## config.mk

```make
export PLATFORM = sky130hd
export DESIGN_NAME = div_issue_ctrl_flat
export DESIGN_NICKNAME = d
export VERILOG_FILES = /design/src/rtl/div_issue_ctrl_if.sv /design/src/rtl/div_issue_ctrl.sv /design/src/flat_wrapper.sv
export SDC_FILE = /design/constraint.sdc
export NUM_CORES = 1
export LEC_CHECK = 0
export CAP_MARGIN = 5
export CORE_MARGIN = 2
export CORE_UTILIZATION = 30
export DETAILED_ROUTE_END_ITERATION = 12
export SETUP_SLACK_MARGIN = 0.3
export SYNTH_ARGS = -nofsm -noshare
export SYNTH_HDL_FRONTEND = slang
export SYNTH_SLANG_ARGS = --single-unit
```

## constraint.sdc

```tcl
create_clock -name clk -period 2.1 [get_ports clk]
set_clock_uncertainty 0.15 [all_clocks]
set_input_delay 0.42 -clock clk [delete_from_list [all_inputs] [get_ports clk]]
set_output_delay 0.42 -clock clk [all_outputs]
set_load 0.01 [all_outputs]
```

## src/rtl/div_issue_ctrl_if.sv

```systemverilog
// div_issue_ctrl_if: start/annul/sign/operand/result handshake between the issue controller and the divider
interface div_issue_ctrl_if;
  logic        div_start;
  logic        div_annul;
  logic        div_sign;
  logic [31:0] div_a;
  logic [31:0] div_b;
  logic [63:0] div_result;
  logic        div_ready;
  modport master (output div_start, div_annul, div_sign, div_a, div_b, input div_result, div_ready);
  modport slave  (input div_start, div_annul, div_sign, div_a, div_b, output div_result, div_ready);
endinterface

```

## src/rtl/div_issue_ctrl.sv

```systemverilog
// div_issue_ctrl: EX-stage initiator for the iterative divider; owns HI/LO, MTHI/MTLO and the divide stall
module div_issue_ctrl #(
  parameter int unsigned FLUSH_DRAIN = 2
) (
  input  logic               clk,
  input  logic               rst,
  input  logic               ex_div_valid_i,
  input  logic               ex_div_signed_i,
  input  logic [31:0]        ex_rs_i,
  input  logic [31:0]        ex_rt_i,
  input  logic               ex_flush_i,
  input  logic               ex_mthi_i,
  input  logic               ex_mtlo_i,
  input  logic [31:0]        ex_mt_data_i,
  div_issue_ctrl_if.master   div,
  output logic               stall_req_o,
  output logic [31:0]        hi_o,
  output logic [31:0]        lo_o
);
  localparam int unsigned CW = $clog2(FLUSH_DRAIN + 1);
  typedef enum logic [1:0] {IDLE, BUSY, DRAIN, FLUSH} state_e;
  state_e        state_q;
  logic [CW-1:0] cnt_q;
  logic          start_q;
  logic          sign_q;
  logic [31:0]   a_q;
  logic [31:0]   b_q;
  logic [31:0]   hi_q;
  logic [31:0]   lo_q;
  logic          issue;
  logic          commit;
  logic          mt_ok;
  assign issue          = state_q == IDLE && ex_div_valid_i && !ex_flush_i;
  assign commit         = state_q == BUSY && div.div_ready && !ex_flush_i;
  assign mt_ok          = !ex_flush_i && !stall_req_o;
  assign div.div_annul  = state_q == BUSY && ex_flush_i;
  assign div.div_start  = start_q;
  assign div.div_sign   = sign_q;
  assign div.div_a      = a_q;
  assign div.div_b      = b_q;
  assign hi_o           = hi_q;
  assign lo_o           = lo_q;
  // DRAIN and FLUSH hold a following DIV in EX until the divider is idle again
  always_comb
    stall_req_o = state_q == IDLE ? issue :
                  state_q == BUSY ? !(div.div_ready || ex_flush_i) : ex_div_valid_i;
  always_ff @(posedge clk) begin
    if (rst) begin
      state_q <= IDLE;
      cnt_q   <= '0;
      start_q <= 1'b0;
      sign_q  <= 1'b0;
      a_q     <= '0;
      b_q     <= '0;
      hi_q    <= '0;
      lo_q    <= '0;
    end else begin
      unique case (state_q)
        IDLE: if (issue) begin
          state_q <= BUSY;
          start_q <= 1'b1;
          sign_q  <= ex_div_signed_i;
          a_q     <= ex_rs_i;
          b_q     <= ex_rt_i;
        end
        BUSY: if (ex_flush_i) begin
          state_q <= FLUSH;
          start_q <= 1'b0;
          cnt_q   <= CW'(FLUSH_DRAIN);
        end else if (div.div_ready) begin
          state_q <= DRAIN;
          start_q <= 1'b0;
        end
        DRAIN: state_q <= IDLE;
        FLUSH: begin
          cnt_q <= cnt_q - CW'(1);
          if (cnt_q <= CW'(1)) state_q <= IDLE;
        end
      endcase
      if (commit) begin
        hi_q <= div.div_result[63:32];
        lo_q <= div.div_result[31:0];
      end else begin
        if (mt_ok && ex_mthi_i) hi_q <= ex_mt_data_i;
        if (mt_ok && ex_mtlo_i) lo_q <= ex_mt_data_i;
      end
    end
  end
endmodule
```

## src/flat_wrapper.sv

```systemverilog
// flat-port wrapper written by rule: the top's interface ports become plain ports
module div_issue_ctrl_flat 
#(
  parameter int unsigned FLUSH_DRAIN = 2
)
  (clk, rst, ex_div_valid_i, ex_div_signed_i, ex_rs_i, ex_rt_i, ex_flush_i, ex_mthi_i, ex_mtlo_i, ex_mt_data_i, stall_req_o, hi_o, lo_o, div_div_start, div_div_annul, div_div_sign, div_div_a, div_div_b, div_div_result, div_div_ready);
  div_issue_ctrl_if div_i ();
  input  logic clk;
  input  logic rst;
  input  logic ex_div_valid_i;
  input  logic ex_div_signed_i;
  input  logic [31:0] ex_rs_i;
  input  logic [31:0] ex_rt_i;
  input  logic ex_flush_i;
  input  logic ex_mthi_i;
  input  logic ex_mtlo_i;
  input  logic [31:0] ex_mt_data_i;
  output logic stall_req_o;
  output logic [31:0] hi_o;
  output logic [31:0] lo_o;
  output wire logic [$bits(div_i.div_start)-1:0] div_div_start;
  output wire logic [$bits(div_i.div_annul)-1:0] div_div_annul;
  output wire logic [$bits(div_i.div_sign)-1:0] div_div_sign;
  output wire logic [$bits(div_i.div_a)-1:0] div_div_a;
  output wire logic [$bits(div_i.div_b)-1:0] div_div_b;
  input wire logic [$bits(div_i.div_result)-1:0] div_div_result;
  input wire logic [$bits(div_i.div_ready)-1:0] div_div_ready;
  assign div_div_start = div_i.div_start;
  assign div_div_annul = div_i.div_annul;
  assign div_div_sign = div_i.div_sign;
  assign div_div_a = div_i.div_a;
  assign div_div_b = div_i.div_b;
  assign div_i.div_result = div_div_result;
  assign div_i.div_ready = div_div_ready;
  div_issue_ctrl #(.FLUSH_DRAIN(FLUSH_DRAIN)) u_core (.clk(clk), .rst(rst), .ex_div_valid_i(ex_div_valid_i), .ex_div_signed_i(ex_div_signed_i), .ex_rs_i(ex_rs_i), .ex_rt_i(ex_rt_i), .ex_flush_i(ex_flush_i), .ex_mthi_i(ex_mthi_i), .ex_mtlo_i(ex_mtlo_i), .ex_mt_data_i(ex_mt_data_i), .div(div_i), .stall_req_o(stall_req_o), .hi_o(hi_o), .lo_o(lo_o));
endmodule
```

### Word-level counts from Yosys, hierarchy flattened

Index checks and enable logic that the tools add are counted.

| word-level totals | value |
|---|---|
| bits in registers | 134 |
| latch bits | 0 |
| RAM bits | 0 |
| memory bits (read-only) | 0 |
| output and inout port bits | 132 |
| word-level logic and storage cells | 55 |
| memories kept | 0 |

| operators by class | value |
|---|---|
| add/sub/neg operators | 1 |
| multipliers | 0 |
| div/mod/pow operators | 0 |
| $lt $le $gt $ge | 1 |
| eq/ne operators | 7 |
| shifts and indexed selects | 0 |
| muxes and demuxes | 17 |
| bitwise logic cells | 0 |
| reductions and logical operators | 21 |

Operators with widths:

| cell | number |
|---|---|
| 32-bit 2-to-1 mux | 4 |
| 2-bit 2-to-1 mux | 5 |
| 1-bit logical AND | 8 |
| 2-bit case mux with 4 select lines | 1 |
| 2-bit nonzero test | 4 |
| 3-bit AND reduction | 2 |
| 1-bit 2-to-1 mux | 5 |
| 2-bit == test (second input constant) | 2 |
| 2-bit by 1-bit inequality test with 1-bit output (second input constant) | 2 |
| 2-bit case mux with 2 select lines | 1 |
| 2-bit AND reduction | 2 |
| 1-bit logical NOT | 3 |
| 3-bit inequality test (second input constant) | 1 |
| 2-bit by 1-bit == test with 1-bit output (second input constant) | 1 |
| 2-bit by 1-bit less-or-equal comparator with 1-bit output (second input constant) | 1 |
| 2-bit logical NOT | 1 |
| 2-bit inequality test (second input constant) | 1 |
| 1-bit case mux with 2 select lines | 1 |
| 2-bit by 1-bit subtractor with 2-bit output (second input constant) | 1 |
| 1-bit logical OR | 1 |

### Depth between registers and ports, before layout

| depth | value |
|---|---|
| word-level depth | 9 |
| gate-level depth with buffers | 6 |
| gate-level depth less buffers | 4 |

### Worst setup path after synthesis

OpenSTA, ideal clock, no wires.

| path | value |
|---|---|
| kind | in2out |
| start point | in ex_flush_i |
| end point | out div_div_annul |
| data arrival time | 1.293 ns |
| required time | 1.530 ns |
| setup slack | 0.237 ns |
| cell stages on the path | 5 |
| cells stage by stage | buf_2 > inv_1 > clkbuf_1 > buf_1 > nor2_1 |

| on the way | value |
|---|---|
| cells in the longest elaborated chain, start to end | 1 |

RTL lines:

| what | RTL line | source |
|---|---|---|
| from (decl) | flat_wrapper.sv:14 | `input logic ex_flush_i;` |
| 1-bit logical AND | div_issue_ctrl.sv:36 | `assign div.div_annul = state_q == BUSY && ex_flush_i;` |
| to (decl) | flat_wrapper.sv:22 | `output wire logic [$bits(div_i.div_annul)-1:0] div_div_annul;` |

No other way between the ends.

### Worst setup path after layout

| path | value |
|---|---|
| start point | reg u_core.state_q[1] |
| end point | out stall_req_o |

| on the way | value |
|---|---|
| cells in the longest elaborated chain, start to end | 4 |
| elaborated cells between the ends (all ways) | 6 |
| classes of those cells | eq/ne: 1; mux: 2; reduce/logical: 3 |

RTL lines:

| what | RTL line | source |
|---|---|---|
| from (decl) | div_issue_ctrl.sv:22 | `state_e state_q;` |
| from (signal assigned) | div_issue_ctrl.sv:49 | `state_q <= IDLE;` |
| from (signal assigned) | div_issue_ctrl.sv:60 | `state_q <= BUSY;` |
| from (signal assigned) | div_issue_ctrl.sv:67 | `state_q <= FLUSH;` |
| 2-bit logical NOT | div_issue_ctrl.sv:33, div_issue_ctrl.sv:45 |  |
| 1-bit logical AND (2 in a row) | div_issue_ctrl.sv:33 | `assign issue = state_q == IDLE && ex_div_valid_i && !ex_flush_i;` |
| 1-bit 2-to-1 mux * | div_issue_ctrl.sv:45 | `stall_req_o = state_q == IDLE ? issue :` |
| to (decl) | flat_wrapper.sv:18 | `output logic stall_req_o;` |

Mark *: on every way between the ends. The rest lies on a longest branch, timed or not.

==> impl_metrics.env <==
export IMPL_drc=0
export IMPL_ys_top_cells_by_count="134 x dfxtp_1, 131 x nand2_1, 128 x a311oi_1"
export IMPL_yosys_area_share_xor_xnor_pct=0
export IMPL_regToRegStartpoint="u_core.state_q[1]"
export IMPL_clk_path_buf_depth=2
export IMPL_portBuffers=299
export IMPL_power_frac_comb_pct=18.8
export IMPL_ant_nets=0
export IMPL_fin_util_pct=53.9
export IMPL_maxCapViolations=0
export IMPL_max_stage_delay_ps=310
export IMPL_clk_latency_ps=410
export IMPL_initial_core_util_pct=30.3
export IMPL_dp_slack_ps=-340
export IMPL_layout_drive_gt1_share_pct=14.2
export IMPL_core_area_um2=19300
export IMPL_synthAdderAreaFrac_pct=0.213
export IMPL_cts_tree="done"
export IMPL_hpwl_um=14400
export IMPL_hold_viol_final=0
export IMPL_synthMostInstantiatedCell="dfxtp_1"
export IMPL_p_sw_mw=2.00
export IMPL_crit_chain="nand2b_4, a2bb2oi_2, o22ai_2, buf_4"
export IMPL_fin_crit_sh_pct=89.7
export IMPL_r2r_slack_ps=240
export IMPL_synth_top_family_by_area="compound AO/OA/AOI/OAI gates"
export IMPL_synth_simple_area_share_pct=10.1
export IMPL_synth_area_mux_share_pct=11.4
export IMPL_drtIter0Drc=222
export IMPL_grt_max_degree=66
export IMPL_power_internal_mw=5.60
export IMPL_rr_worst_depth=7
export IMPL_fin_ws_ps=216
export IMPL_numCtsBuffers=17
export IMPL_postLayoutCellArea_um2=10400
export IMPL_yosys_warnings=0
export IMPL_finalMaxSlewViolations=0
export IMPL_insertedDiodeCount=0
export IMPL_area_growth_syn_to_layout_pct=77.7
export IMPL_gp_congestion=0.761
export IMPL_min_period_ps=1880
export IMPL_arrival_ps=1310
export IMPL_track_usage_pct=21.0
export IMPL_cts_root_buffer="clkbuf_16"
export IMPL_slew_headroom_pct=47.2
export IMPL_synth_top_cell_area_share_pct=45.7
export IMPL_dp_cells=1155
export IMPL_antenna_found_initial=0
export IMPL_syn_area_per_cell_um2=9.25
export IMPL_cp_num_buf_inv=1
export IMPL_totalPowerFinal_mw=7.60
export IMPL_synthArstFlopShare_pct=0
export IMPL_seq_area_frac_synth_pct=45.7
export IMPL_yosysUniqueCellTypes=30
export IMPL_grt_pass1_vias=6044
export IMPL_rsz0062_at_grt="yes"
export IMPL_ys_flop_type="dfxtp_1"
export IMPL_clockPowerShare_pct=44.6
export IMPL_routedWlPerCell_um=18.8
export IMPL_clock_fmax_mhz=531
export IMPL_final_cell_count_no_fill=1211
export IMPL_vias_per_cell=5.14
export IMPL_cp_num_cells=4
export IMPL_power_leakage_nw=4.10
export IMPL_hold_path_cell_count=2
export IMPL_crit_type="flop to primary output"
export IMPL_yosysTopAreaCell="dfxtp_1"
export IMPL_critPathLaunch="u_core.state_q[1]"
export IMPL_tns_ps=0
export IMPL_synth_area_um2=5870
export IMPL_start_kind="flop"
export IMPL_clock_sinks=134
export IMPL_seqPwrFrac_pct=36.6
export IMPL_path_delay_family="flip-flops"
export IMPL_dieArea_um2=20700
export IMPL_synth_edf_count=0
export IMPL_synth_compound_area_share_pct=25.9
export IMPL_max_vdd_ir_drop_mv=0.502
export IMPL_power_density_nw_per_um2=729
export IMPL_row_count=51
export IMPL_placed_area_um2=9240
export IMPL_endpoint_kind="primary output"
export IMPL_worst_hold_slack_ps=205
export IMPL_vias=6229
export IMPL_synth_nets=803
export IMPL_syn_inst=634
export IMPL_overflow=0
export IMPL_ys_top_cells_by_area="dfxtp_1 46%, a311oi_1 19%, mux2i_1 11%"
export IMPL_drt_first_pass_iters=4
export IMPL_finalSetupViolCount=0
export IMPL_crit_slowest_cell="dfxtp_1"
export IMPL_worstHoldStart="rst"
export IMPL_crit_fanout=2
export IMPL_min_path_type="input pin to flop"
export IMPL_nNetsFinal=1102
export IMPL_io_pins=300
export IMPL_htree_levels=4
export IMPL_grt_pass1_wl_um=33500
export IMPL_status="finished clean"
export IMPL_die_y_um=144
export IMPL_clk_pin_slew_ps=60
export IMPL_drt_total_wl_um=22800
export IMPL_synth_seq_cells=134
export IMPL_crit_required_ps=1530
export IMPL_p_sw_share_pct=26.3
export IMPL_die_w_um=144
export IMPL_worst_slew_pin_slew_ps=792
## worst register-to-register path, stage by stage (launching register included)
cell	delay, ps
dfxtp_1	310
buf_4	160
and4bb_4	380
buf_6	140
buf_4	130
buf_16	120
mux2i_1	190
a311oi_1	110
## power groups by stage
| stage | Sequential (mW) | Clock [mW] | Combinational (mW) |
|---|---|---|---|
| 6_report | 2.78 | 3.39 | 1.43 |
| 5_1_grt | 2.80 | 3.58 | 1.54 |
| 4_1_cts | 2.78 | 3.48 | 1.35 |
| 3_5_place_dp | 2.84 | 0 | 1.41 |
| 3_3_place_gp | 2.84 | 0 | 1.40 |
| 2_1_floorplan | 2.90 | 0 | 0.509 |
## routing by layer
metal  vias to the layer above  wire length, um  track usage (%)
li1                       3003                -                -
met1                      2904             9630             25.8
met2                       293            10100             33.2
met3                        29             2520             8.66
met4                         0              478             7.48
met5                         -                0                0
## sequential cells by signal, summed over array words and instances (netlist names)
name	flops
u_core.div.div_a	32
u_core.div.div_b	32
u_core.hi_o	32
u_core.state_q	2
u_core.div.div_start	1
u_core.lo_o	32
u_core.cnt_q	2
u_core.div.div_sign	1
## repair_timing
item,in CTS,in global routing
buffers inserted,9,3
endpoints found under the setup margin,262,129
pin swaps,3,14
gates cloned,7,5
hold buffers,0,0
resized for setup,159,39
## worst paths after layout
check / to
max: stall_req_o
min: u_core.state_q[0]
max reg2reg: u_core.lo_o[16]
min reg2reg: u_core.div.div_sign
## cells in the final DEF (no fill, tap or decap), types with 6 or more instances in the layout
cell	synthesis	layout
buf_12	0	16
mux2i_1	64	55
a311oi_1	128	112
a311oi_2	0	16
buf_4	3	28
buf_16	0	6
dlygate4sd2_1	0	133
a21oi_1	68	68
nand2_1	131	131
clkdlybuf4s50_1	0	163
clkbuf_16	0	22
dfxtp_1	134	132
## cells by family after synthesis
logic type / count (synthesis)
AND/OR/NAND/NOR: 146
AO/OA/AOI/OAI: 204
multiplexers: 66
buffers and inverters: 83
flip-flops: 134
adder cells (fa/ha/maj): 1
## area by class of cell
class	count	area (um2)
clock buffer	17	425
clock inverter	15	240
fill	1850	8910
inverter	5	18.8
multi-input combinational	418	3040
sequential	134	2690
tap	265	332
timing repair buffer	357	3680
No activity file was read; power rests on OpenSTA's default activity.
